==> src/rtl/neos2test_nios2_qsys_0_oci_dct_packer_pkg.sv <==
// Shared OCI trace constants: DCT code/buffer geometry and packer state encoding.
package neos2test_nios2_qsys_0_oci_dct_packer_pkg;

  localparam int unsigned DCT_CODE_W = 2;
  localparam int unsigned DCT_DEPTH  = 15;
  localparam int unsigned DCT_BUF_W  = 30;
  localparam int unsigned DCT_CNT_W  = 4;

  localparam logic [DCT_CNT_W-1:0] DCT_FULL_CNT = DCT_CNT_W'(DCT_DEPTH);

  localparam logic [1:0] ST_EMPTY   = 2'd0;
  localparam logic [1:0] ST_FILLING = 2'd1;
  localparam logic [1:0] ST_FULL    = 2'd2;

  function automatic logic [1:0] state_of(input logic [DCT_CNT_W-1:0] cnt);
    if (cnt == '0)
      return ST_EMPTY;
    else if (cnt == DCT_FULL_CNT)
      return ST_FULL;
    else
      return ST_FILLING;
  endfunction

endpackage

==> src/rtl/neos2test_nios2_qsys_0_oci_dct_packer.sv <==
// Packs 2-bit direct-control-transfer codes into 30-bit trace frames with a
// single-entry output slot, flush handling and sticky overflow.
module neos2test_nios2_qsys_0_oci_dct_packer
  import neos2test_nios2_qsys_0_oci_dct_packer_pkg::*;
(
  input  logic                  clk,
  input  logic                  jrst_n,
  input  logic                  trc_on,
  input  logic                  code_valid,
  input  logic [DCT_CODE_W-1:0] code,
  input  logic                  flush,
  input  logic                  frame_ready,
  input  logic                  overflow_clr,
  output logic [DCT_BUF_W-1:0]  dct_buffer,
  output logic [DCT_CNT_W-1:0]  dct_count,
  output logic                  frame_valid,
  output logic [DCT_BUF_W-1:0]  frame_data,
  output logic [DCT_CNT_W-1:0]  frame_count,
  output logic                  overflow
);

  logic [1:0]           state, state_nx;
  logic [DCT_BUF_W-1:0] buf_nx;
  logic [DCT_CNT_W-1:0] cnt_nx;
  logic                 trc_q;
  logic                 flush_pending, pend_nx;
  logic                 code_in, slot_free, xfer, drop;

  always_comb begin
    code_in   = code_valid && trc_on;
    slot_free = !frame_valid || frame_ready;
    xfer      = slot_free && ((state == ST_FULL) ||
                              (flush_pending && (state != ST_EMPTY)));
    buf_nx    = dct_buffer;
    cnt_nx    = dct_count;
    drop      = 1'b0;
    // A transfer empties the buffer first, so a same-cycle code seeds the fresh one.
    if (xfer) begin
      buf_nx = code_in ? {{(DCT_BUF_W-DCT_CODE_W){1'b0}}, code} : '0;
      cnt_nx = code_in ? DCT_CNT_W'(1) : '0;
    end else if (code_in) begin
      if (state == ST_FULL) begin
        drop = 1'b1;
      end else begin
        buf_nx = {dct_buffer[DCT_BUF_W-DCT_CODE_W-1:0], code};
        cnt_nx = dct_count + DCT_CNT_W'(1);
      end
    end
    state_nx = state_of(cnt_nx);
    // Pending survives only while a non-empty buffer waits on a busy slot.
    pend_nx  = flush || (trc_q && !trc_on) ||
               (flush_pending && !slot_free && (state != ST_EMPTY));
  end

  always_ff @(posedge clk or negedge jrst_n) begin
    if (!jrst_n) begin
      state         <= ST_EMPTY;
      dct_buffer    <= '0;
      dct_count     <= '0;
      frame_valid   <= 1'b0;
      frame_data    <= '0;
      frame_count   <= '0;
      overflow      <= 1'b0;
      flush_pending <= 1'b0;
      trc_q         <= 1'b0;
    end else begin
      state         <= state_nx;
      dct_buffer    <= buf_nx;
      dct_count     <= cnt_nx;
      flush_pending <= pend_nx;
      trc_q         <= trc_on;
      if (xfer) begin
        frame_valid <= 1'b1;
        frame_data  <= dct_buffer;
        frame_count <= dct_count;
      end else if (frame_ready) begin
        frame_valid <= 1'b0;
      end
      if (drop)
        overflow <= 1'b1;
      else if (overflow_clr)
        overflow <= 1'b0;
    end
  end

endmodule

==> config.mk <==
export PLATFORM = sky130hd
export DESIGN_NAME = neos2test_nios2_qsys_0_oci_dct_packer
export DESIGN_NICKNAME = d
export VERILOG_FILES = /design/src/rtl/neos2test_nios2_qsys_0_oci_dct_packer_pkg.sv /design/src/rtl/neos2test_nios2_qsys_0_oci_dct_packer.sv
export SDC_FILE = /design/constraint.sdc
export NUM_CORES = 1
export LEC_CHECK = 0
export CAP_MARGIN = 25
export CORE_MARGIN = 2
export CORE_UTILIZATION = 45
export DETAILED_ROUTE_END_ITERATION = 7
export DONT_BUFFER_PORTS = 1
export PLACE_DENSITY = 0.69
export REMOVE_ABC_BUFFERS = 1
export SYNTH_ARGS = -nofsm -noshare
export SYNTH_HDL_FRONTEND = slang
export SYNTH_SLANG_ARGS = --single-unit
export TNS_END_PERCENT = 50
==> constraint.sdc <==
create_clock -name clk -period 2.2 [get_ports clk]
set_input_delay 0.44 -clock clk [delete_from_list [all_inputs] [get_ports clk]]
set_output_delay 0.44 -clock clk [all_outputs]
set_load 0.005 [all_outputs]
# Word-level counts from Yosys, hierarchy flattened
# Cells that the tools add are included.
dict set report totals {
  reg_bits 74
  output_inout_bits 70
  elab_cells 49
}
dict set report classes {
  n_addsub 1
  n_eq_ne 3
  mux 17
  reduce_logical 19
}
# op n
set ops {}
lappend ops {{2-to-1 mux 30 bit} 3}
lappend ops {{2-to-1 mux 4 bit} 3}
lappend ops {{2-to-1 mux 1 bit} 8}
lappend ops {{nonzero test 2 bit} 4}
lappend ops {{logical AND 1 bit} 6}
lappend ops {{2-to-1 mux 2 bit} 3}
lappend ops {{adder 4 x 1 -> 4 bit, second input constant} 1}
lappend ops {{equality test 4 bit, second input constant} 1}
lappend ops {{zero test 4 bit} 1}
lappend ops {{logical OR 1 bit} 4}
lappend ops {{zero test 1 bit} 3}
lappend ops {{equality test 2 bit, second input constant} 1}
lappend ops {{inequality test 2 bit, second input constant} 1}
lappend ops {{AND reduction 2 bit} 1}

# Depth between registers and ports, before layout
dict set report depth {
  ltp_word 8
  depth_mapped 6
  depth_no_buf 6
}

# Least setup slack after synthesis
# Ideal clock, no wire load.
dict set report synth_path {
  kind {flip-flop to flip-flop}
  start {register dct_count[1]}
  end {register state[0]}
  setup_time_ps 119
  arrival_ps 1430
  setup_slack_ps 651
  path_stages_with_launch 6
  path_buffers 0
  synth_period_minus_slack_ps 1549
  cell_sequence {dfrtp_1 ha_1 nor3_1 a22oi_1 o31a_1 o21ba_1}
}
dict set report synth_between {
  elab_chain_len 7
  word_cells_on_any_way 8
}
# item line_no
set synth_rtl {}
lappend synth_rtl {{start: declaration} neos2test_nios2_qsys_0_oci_dct_packer.sv:15} ;# output logic [DCT_CNT_W-1:0] dct_count,
lappend synth_rtl {{start signal: assignment} neos2test_nios2_qsys_0_oci_dct_packer.sv:69} ;# dct_count <= cnt_nx;
lappend synth_rtl {{adder 4 x 1 -> 4 bit} neos2test_nios2_qsys_0_oci_dct_packer.sv:46} ;# cnt_nx = dct_count + DCT_CNT_W'(1);
lappend synth_rtl {{2-to-1 mux 4 bit} neos2test_nios2_qsys_0_oci_dct_packer.sv:42} ;# if (state == ST_FULL) begin
lappend synth_rtl {{2-to-1 mux 4 bit *} neos2test_nios2_qsys_0_oci_dct_packer.sv:41} ;# end else if (code_in) begin
lappend synth_rtl {{2-to-1 mux 4 bit *} neos2test_nios2_qsys_0_oci_dct_packer.sv:38} ;# if (xfer) begin
lappend synth_rtl {{equality test 4 bit} neos2test_nios2_qsys_0_oci_dct_packer_pkg.sv:18} ;# else if (cnt == DCT_FULL_CNT)
lappend synth_rtl {{2-to-1 mux 2 bit} neos2test_nios2_qsys_0_oci_dct_packer_pkg.sv:18}
lappend synth_rtl {{2-to-1 mux 2 bit *} neos2test_nios2_qsys_0_oci_dct_packer_pkg.sv:16} ;# if (cnt == '0)
lappend synth_rtl {{named net state_nx[0]} neos2test_nios2_qsys_0_oci_dct_packer.sv:22} ;# logic [1:0] state, state_nx;
lappend synth_rtl {{end signal: assignment} neos2test_nios2_qsys_0_oci_dct_packer.sv:67} ;# state <= state_nx;
lappend synth_rtl {{end: declaration} neos2test_nios2_qsys_0_oci_dct_packer.sv:22}
# The timed path passes the listed nets; every way through them passes the cells marked *.
# A chain may end at the register's enable or synchronous reset.

# Worst setup path in the final report
dict set report layout_path {
  start {register dct_count[0]}
  end {register state[0]}
}
# Same word-level chain as after synthesis.

==> qor.yml <==
crit_cells: 5
max_slew_margin_pct: 78.1
routed_wl_um: 5570
finClkSkew_ns: 0.00890
drc: 0
cts_sinks: 74
h-tree-depth: 3
max-cap-violations: 0
startpoint_type: "flip-flop"
synth-seq-cells: 74
power_leakage_nw: 1.50
nets: 272
status: "complete, no violations"
syn_inst: 258
drt-initial-drc-count: 74
dieWidth_um: 85.4
core_area_mm2: 0.00639
grt_pass1_wl_um: 9180
worstPathArrival_ns: 2.00
reg2reg_depth: 5
grt_usage_pct: 16.2
p_per_area_mw_per_mm2: 982
cp_cell_sequence: "ha_1 -> nor3_1 -> a22oi_1 -> o31a_1 -> o21ba_1"
layout_common_cells: "dfrtp_1 (74), nand2_1 (64), mux2_2 (34)"
wl_per_cell_um: 16.3
antenna_found_initial: 0
yosysTopAreaCell: "dfrtp_1"
power_mw: 3.21
crit_path_end_kind: "flip-flop"
avgSynthCellArea_um2: 11.5
cts_max_path_buffers: 2
timing.rr.start: "dct_count[0]"
grt_start_max_net_pins: 75
netlist_area_mm2: 0.00298
r2r_end: "state[0]"
dp_cells: 326
stdcell_count: 343
holdWs_ns: 0.131
cpPeakStageDelay_ns: 0.51
synth_cell_types: 35
post_cts_resized: 0
wl_met2_um: 2570
syn_to_final_growth_pct: 9.58
start_util_pct: 46.6
drive_above_1_share_pct: 22.6
final_hold_viol_count: 0
place.gp.congestion: 0.721
final_max_slew_viol_count: 0
crit_required_ns: 2.42
worstSetupEndpoint: "state[0]"
rows: 29
critPathBufInv: 0
clkTransAtPathRegs_ns: 0.07
via_count: 1868
synth.top_cells.by_area: "dfrtp_1 (62%), mux2_2 (13%), nand2_1 (8.1%)"
cts-root-buf: "clkbuf_8"
critPathMaxFanout: 10
cts_buffers: 9
die_h_um: 85.4
path_class: "reg2reg"
vdd_drop_max_v: 0.000563
io_buffers: 0
rrSetupSlack_ns: 0.42
slowest_stage: "dfrtp_1"
grt.overflow.total: 0
path_delay_family: "compound AO/OA/AOI/OAI gates"
yosysSeqAreaShare_pct: 62.2
min_path_type: "in2reg"
die-area_mm2: 0.00729
wl_met1_um: 2530
worst_pin_slew_ns: 0.319
firstDrtPassIters: 4
cp-startpoint: "dct_count[0]"
fin_tns_setup_ns: 0
max_freq_mhz: 562
num_io_pins: 79
viasPerCell: 5.45
highest_layer: "met4"
cts_tree: "done"
setup_viol: 0
synth_warnings: 0
antennaDiodeCount: 0
final.min_clock_period_ns: 1.78
rsz0062_at_grt: "false"
dp.final_hpwl_um: 3560
met3_length_um: 340
synth_top_area_share_pct: 62.2
fin_crit_sh_pct: 80.8
ant_nets: 0
grt_pass1_vias: 1817
final_common_cell: "dfrtp_1"
clk_latency_ns: 0.33
==> cells in the mapped netlist (all sizes together) <==
library cell	number
xnor2	2
nor4	2
nand4b	1
a311oi	1
clkbuf	4
nand2b	2
nor2b	3
o211ai	1
mux2i	1
a31oi	1
o21ba	1
buf	10
and2	1
inv	2
o32ai	1
nand3	3
nor3	1
a21oi	32
o21ai	7
nand2	64
nor2	3
o31a	1
nor3b	1
dfrtp	74
or3	1
ha	1
o21a	1
mux2	34
xor2	1
a22oi	1
==> state kept, by name, indices dropped and copies added (netlist names) <==
name / count
overflow: 1
dct_count: 4
frame_data: 30
trc_q: 1
dct_buffer: 30
frame_valid: 1
flush_pending: 1
frame_count: 4
state: 2
==> per-layer routing <==
metal  vias to the layer above  global-route usage (%)
met4                         0                    8.23
li1                        886                       -
met1                       914                    21.9
met3                        13                    5.35
met2                        55                    23.5
met5                         -                       0
==> through the flow <==
stage | utilization (%) | worst slack, ns | cell area (µm²)
finish | 51.1 | 0.421 | 3260
global route | 51.1 | 0.302 | 3260
CTS | 51.1 | 0.424 | 3260
detailed placement | 47.9 | 0.455 | 3060
global placement | 47.9 | 0.464 | 3060
floorplan | - | -0.570 | 2920
==> kinds of logic (layout without fill, tap and decap cells) <==
group | count (synthesis) | after routing | share of synthesized area (%)
and+or+nand+nor | 82 | 82 | 11.9
DFF | 74 | 74 | 62.2
AOI/OAI and AO/OA | 47 | 47 | 9.07
muxes | 35 | 35 | 13.2
buffers and inverters | 16 | 24 | 2.39
xor gates and xnor gates | 3 | 3 | 0.882
adders and majority gates | 1 | 1 | 0.420
==> worst reg2reg max path, cell delays in order, from the launching register on <==
cell and delay (ns):
dfrtp_1 0.51, ha_1 0.41, nor3_1 0.21, a22oi_1 0.11, o31a_1 0.26, o21ba_1 0.17
==> worst min-delay path by stage <==
stage                     startpoint             end  cells after the start
final                         trc_on           trc_q                      0
after CTS                     trc_on           trc_q                      0
after detailed placement      jrst_n  frame_count[2]                      0
after global placement        jrst_n  frame_count[2]                      0
after floorplan               jrst_n   dct_buffer[0]                      0
after global routing          trc_on           trc_q                      0
==> report_power, final <==
part | switching (mW) | internal, mW
combinational | 0.337 | 0.277
sequential | 0.178 | 1.50
clock | 0.451 | 0.460
==> repair_timing <==
item	in CTS	in global routing
setup buffers	0	0
hold buffers	2	0
endpoints found under the hold margin	74	0
==> final cells by class <==
type / count / area [µm²]
sequential: 74 / 1850
inverter: 2 / 7.51
fill: 562 / 3120
multi-input combinational: 168 / 1060
clock buffer: 12 / 155
timing repair buffer: 7 / 75.1
tap: 77 / 96.3
clock inverter: 3 / 15.0
Note: power is estimated with default switching activity, not from simulation.
